[src/rtl/mul_acc_sequencer.sv]
// mul_acc_sequencer: FSM that computes (A*B) mod 2^DATA_W by repeated
// addition on an external accumulator/counter datapath.
//
// Ports:
//   Clk, Reset      rising-edge clock, synchronous active-high reset
//   start, abort    host request (taken in IDLE) / cancel while busy
//   op_a, op_b      multiplicand / multiplier, captured on accept
//   busy, done      non-IDLE indicator / one-cycle result-valid pulse
//   result          product, held until the next done
//   dp_data         datapath Data_In
//   dp_ctrl         datapath ACC_Ctrl
//   dp_acc          datapath ACC_Out
//   dp_cnt_nz       datapath Count != 0 flag

module mul_acc_sequencer #(
   parameter int unsigned DATA_W    = 8,
   parameter logic [4:0]  CTRL_HOLD = 5'b11000,
   parameter logic [4:0]  CTRL_CLR  = 5'b00000,
   parameter logic [4:0]  CTRL_LDC  = 5'b10110,
   parameter logic [4:0]  CTRL_ADD  = 5'b01111,
   parameter logic [4:0]  CTRL_DEC  = 5'b10100
) (
   input  logic              Clk,
   input  logic              Reset,
   input  logic              start,
   input  logic              abort,
   input  logic [DATA_W-1:0] op_a,
   input  logic [DATA_W-1:0] op_b,
   output logic              busy,
   output logic              done,
   output logic [DATA_W-1:0] result,
   output logic [DATA_W-1:0] dp_data,
   output logic [4:0]        dp_ctrl,
   input  logic [DATA_W-1:0] dp_acc,
   input  logic              dp_cnt_nz
);

   typedef enum logic [2:0] {
      S_IDLE,
      S_CLEAR,
      S_LOAD,
      S_CHECK,
      S_ADD,
      S_DEC,
      S_DONE
   } state_t;

   state_t            state;
   logic [DATA_W-1:0] a_q;
   logic [DATA_W-1:0] b_q;

   // All outputs are registered: each branch sets the outputs that belong
   // to the state being entered, so dp_ctrl/dp_data never see start/op_*
   // combinationally.
   always_ff @(posedge Clk) begin
      if (Reset) begin
         state   <= S_IDLE;
         a_q     <= '0;
         b_q     <= '0;
         busy    <= 1'b0;
         done    <= 1'b0;
         result  <= '0;
         dp_data <= '0;
         dp_ctrl <= CTRL_HOLD;
      end else begin
         done    <= 1'b0;
         dp_data <= '0;
         dp_ctrl <= CTRL_HOLD;
         if (abort && (state != S_IDLE)) begin
            state <= S_IDLE;
            busy  <= 1'b0;
         end else begin
            unique case (state)
               S_IDLE: begin
                  if (start) begin
                     a_q     <= op_a;
                     b_q     <= op_b;
                     state   <= S_CLEAR;
                     busy    <= 1'b1;
                     dp_ctrl <= CTRL_CLR;
                  end
               end
               S_CLEAR: begin
                  state   <= S_LOAD;
                  dp_ctrl <= CTRL_LDC;
                  dp_data <= b_q;
               end
               S_LOAD: begin
                  state <= S_CHECK;
               end
               S_CHECK: begin
                  // Count is the datapath register, so the flag already
                  // reflects the LDC or DEC issued two cycles earlier.
                  if (dp_cnt_nz) begin
                     state   <= S_ADD;
                     dp_ctrl <= CTRL_ADD;
                     dp_data <= a_q;
                  end else begin
                     // ACC is held in CHECK, so it is already final here.
                     state  <= S_DONE;
                     done   <= 1'b1;
                     result <= dp_acc;
                  end
               end
               S_ADD: begin
                  state   <= S_DEC;
                  dp_ctrl <= CTRL_DEC;
               end
               S_DEC: begin
                  state <= S_CHECK;
               end
               S_DONE: begin
                  state <= S_IDLE;
                  busy  <= 1'b0;
               end
               default: begin
                  state <= S_IDLE;
                  busy  <= 1'b0;
               end
            endcase
         end
      end
   end

endmodule
[config.mk]
export PLATFORM = sky130hd
export DESIGN_NAME = mul_acc_sequencer
export DESIGN_NICKNAME = d
export VERILOG_FILES = /design/src/rtl/mul_acc_sequencer.sv
export SDC_FILE = /design/constraint.sdc
export NUM_CORES = 1
export LEC_CHECK = 0
export CAP_MARGIN = 20
export CORE_ASPECT_RATIO = 0.6
export CORE_MARGIN = 2
export CORE_UTILIZATION = 30
export DETAILED_ROUTE_END_ITERATION = 8
export GPL_TIMING_DRIVEN = 1
export PLACE_DENSITY = 0.61
export SYNTH_ARGS = -nofsm -noshare
export SYNTH_HDL_FRONTEND = slang
export SYNTH_SLANG_ARGS = --single-unit
[constraint.sdc]
create_clock -name Clk -period 1.9 [get_ports Clk]
set_input_delay 0.285 -clock Clk [delete_from_list [all_inputs] [get_ports Clk]]
set_output_delay 0.285 -clock Clk [all_outputs]
set_load 0.02 [all_outputs]
==> flow_summary.yaml <==
setup_path:
  critPathLaunchType: "flop"
  critPathSlowestCell: "clkdlybuf4s50_1"
  worstSetupEndpointType: "primary output"
  path_class: "flop to primary output"
  crit_arrival_ns: 1.23
  cp.required_ns: 1.62
  max_stage_delay_ns: 0.61
  crit_family: "buffers and inverters"
  critPathMaxFanout: 2
  crit_chain: "clkdlybuf4s50_1"
  worstPathBufferInverterCount: 1
timing:
  min_period_ns: 1.51
  hold_ws_ns: 0.457
  fin_worst_skew_ns: 0.0100
  drv_slew: 0
  setup_tns_ns: 0
  rsz0062_at_grt: "no"
  tightest_slew_ns: 0.458
  worst_slack_ns: 0.388
  max_freq_mhz: 662
  final-hold-violation-count: 0
  finalCritPeriodShare: 0.796
  setup_viol: 0
  relSlewSlack: 0.695
placement:
  place_hpwl_um: 2680
  gp_congestion: 0.775
  post-place-ws_ns: 0.223
  io_buffers: 51
route:
  drt-initial-drc-count: 83
  viasPerCell: 4.60
  post_drt_wl_per_cell_um: 12.1
  dr_total_vias: 1385
  wl_met1_um: 1900
  first_pass_iters: 4
  wl_met2_um: 1500
  highest_layer: "met4"
  met3_length_um: 201
  ant_nets: 0
  drc_errors: 0
  drt-total-wl_um: 3650
grt:
  grt_pass1_vias: 1207
  grt_max_degree: 34
  grt_pass1_wl_um: 6000
  grt_util_all_layers: 0.129
  grt_overflow_total: 0
  antenna_found_initial: 0
clocking:
  cts_max_path_buffers: 2
  cts_tree: "done"
  ctsHoldBuffers: 0
  cts_buffers: 5
  clock_latency_ns: 0.29
  clock_sinks: 42
  clockRootBuffer: "clkbuf_8"
  ctsResizeCount: 0
  clkSlewWorstSetupHoldPaths_ns: 0.08
  cts_max_level: 2
  post_cts_buffers: 0
yosys:
  yosys.area.top_type_share: 0.517
  synth_area_um2: 1630
  synth_common_cells: "dfxtp_1, nand2_1, a21oi_1, nand2b_1, nor2_1"
  syn_inst: 176
  synth_cell_type_count: 30
  yosysTopAreaCell: "dfxtp_1"
  synth_edf_count: 0
  synth_area_leaders: "dfxtp_1, nand2_1, nand2b_1, a21oi_1, mux2i_1"
  seq_area_frac_synth: 0.517
  ys_warn_count: 0
  syn_avg_cell_area_um2: 9.25
  ys_dominant_reg_cell: "dfxtp_1"
  syn-num-nets: 205
  synth_seq_cells: 42
  synth_most_common_cell: "dfxtp_1"
  synthArstFlopShare: 0
floorplanning:
  top_level_ports: 52
  rows: 20
  die_h_um: 61.1
  die-width_um: 99.1
  start_util: 0.316
  core-area_um2: 5150
  die_area_um2: 6050
finish:
  diodes: 0
  drive_gt1_frac: 0.111
  nets: 264
  area_delta_synth_final_pct: 42.9
power_and_ir_drop:
  p_leak_nw: 0.859
  pwr_density_cell_nw_per_um2: 1070
  ir_worst_vdd_mv: 0.679
  power.total_mw: 2.49
status:
  outcome: "finished clean"
min_path:
  hp-class: "flop to flop"
flow_run:
  drv_cap: 0
==> placed cells by master, fill, tap and decap left out <==
master           instances
o21bai_1                 1
inv_1                    2
clkdlybuf4s50_1         51
or4b_1                   1
a21oi_1                 19
nor2b_1                  1
a2111o_1                 1
a211o_1                  1
and4b_1                  1
nand2b_1                16
nor3_1                   2
nor4_1                   1
nor2_1                  14
nand2_1                 37
a21oi_2                  1
nand3b_4                 1
and3b_1                  1
nor2_2                   1
nor4b_4                  1
nand3_1                  1
mux2i_1                  8
buf_4                   12
clkinv_2                 2
dfxtp_1                 42
a22oi_1                  8
clkbuf_8                 5
o21ai_0                  1
nor3_4                   1
nor3b_2                  1
o22ai_2                  1
==> power by group <==
part | total [mW] | internal, mW | leakage (nW) | switching (mW)
clock | 0.536 | 0.247 | 0.0438 | 0.290
combinational | 0.823 | 0.383 | 0.473 | 0.440
sequential | 1.13 | 1.02 | 0.342 | 0.110
==> cell type report <==
class / instances / area (um2)
Inverter: 2 / 7.51
Clock buffer: 5 / 68.8
Tap cell: 66 / 82.6
Clock inverter: 2 / 10.0
Timing Repair Buffer: 63 / 601
Fill cell: 520 / 2830
Sequential cell: 42 / 841
Multi-Input combinational cell: 121 / 716
==> worst paths after layout <==
check                                            start               endpoint  slack, ns  cells past startpoint
worst min-delay path               a_q[3]$_SDFFE_PP0P_    a_q[3]$_SDFFE_PP0P_       0.46                      2
worst max-delay path            result[1]$_SDFFE_PP0P_              result[1]       0.39                      1
worst max register to register   state[2]$_SDFFE_PP0N_  state[0]$_SDFFE_PP0N_       0.44                      3
worst min register to register     a_q[3]$_SDFFE_PP0P_    a_q[3]$_SDFFE_PP0P_       0.46                      2
==> worst min-delay path: cells and delay by family, from the launching register on <==
kind,cells,cell delay [ns]
compound gates,1,0.05
flops,1,0.31
simple gates,1,0.05
==> routing by layer <==
layer / track usage / vias up
li1: - / 705
met1: 0.195 / 639
met2: 0.177 / 37
met3: 0.0397 / 4
met4: 0.0352 / 0
met5: 0 / -
==> cell families (layout without fill, tap and decap cells) <==
group,count (synthesis),in the layout,synth area share
and+or+nand+nor,80,80,0.262
DFF,42,42,0.517
AOI/OAI and AO/OA,33,33,0.128
buffers and inverters,13,72,0.0438
muxes,8,8,0.0492
==> per-stage QoR <==
step,instance area [um2],cells,utilization
5_1_grt,2330,301,0.451
4_1_cts,2330,301,0.451
2_1_floorplan,1630,176,-
6_report,2330,301,0.451
3_3_place_gp,2250,294,0.436
3_5_place_dp,2250,294,0.436
==> registers in the layout, indices dropped and copies added, names as in the netlist <==
signal   count
dp_ctrl      5
busy         1
b_q          8
done         1
a_q          8
dp_data      8
state        3
result       8
Note: power is estimated with default switching activity, not from simulation.
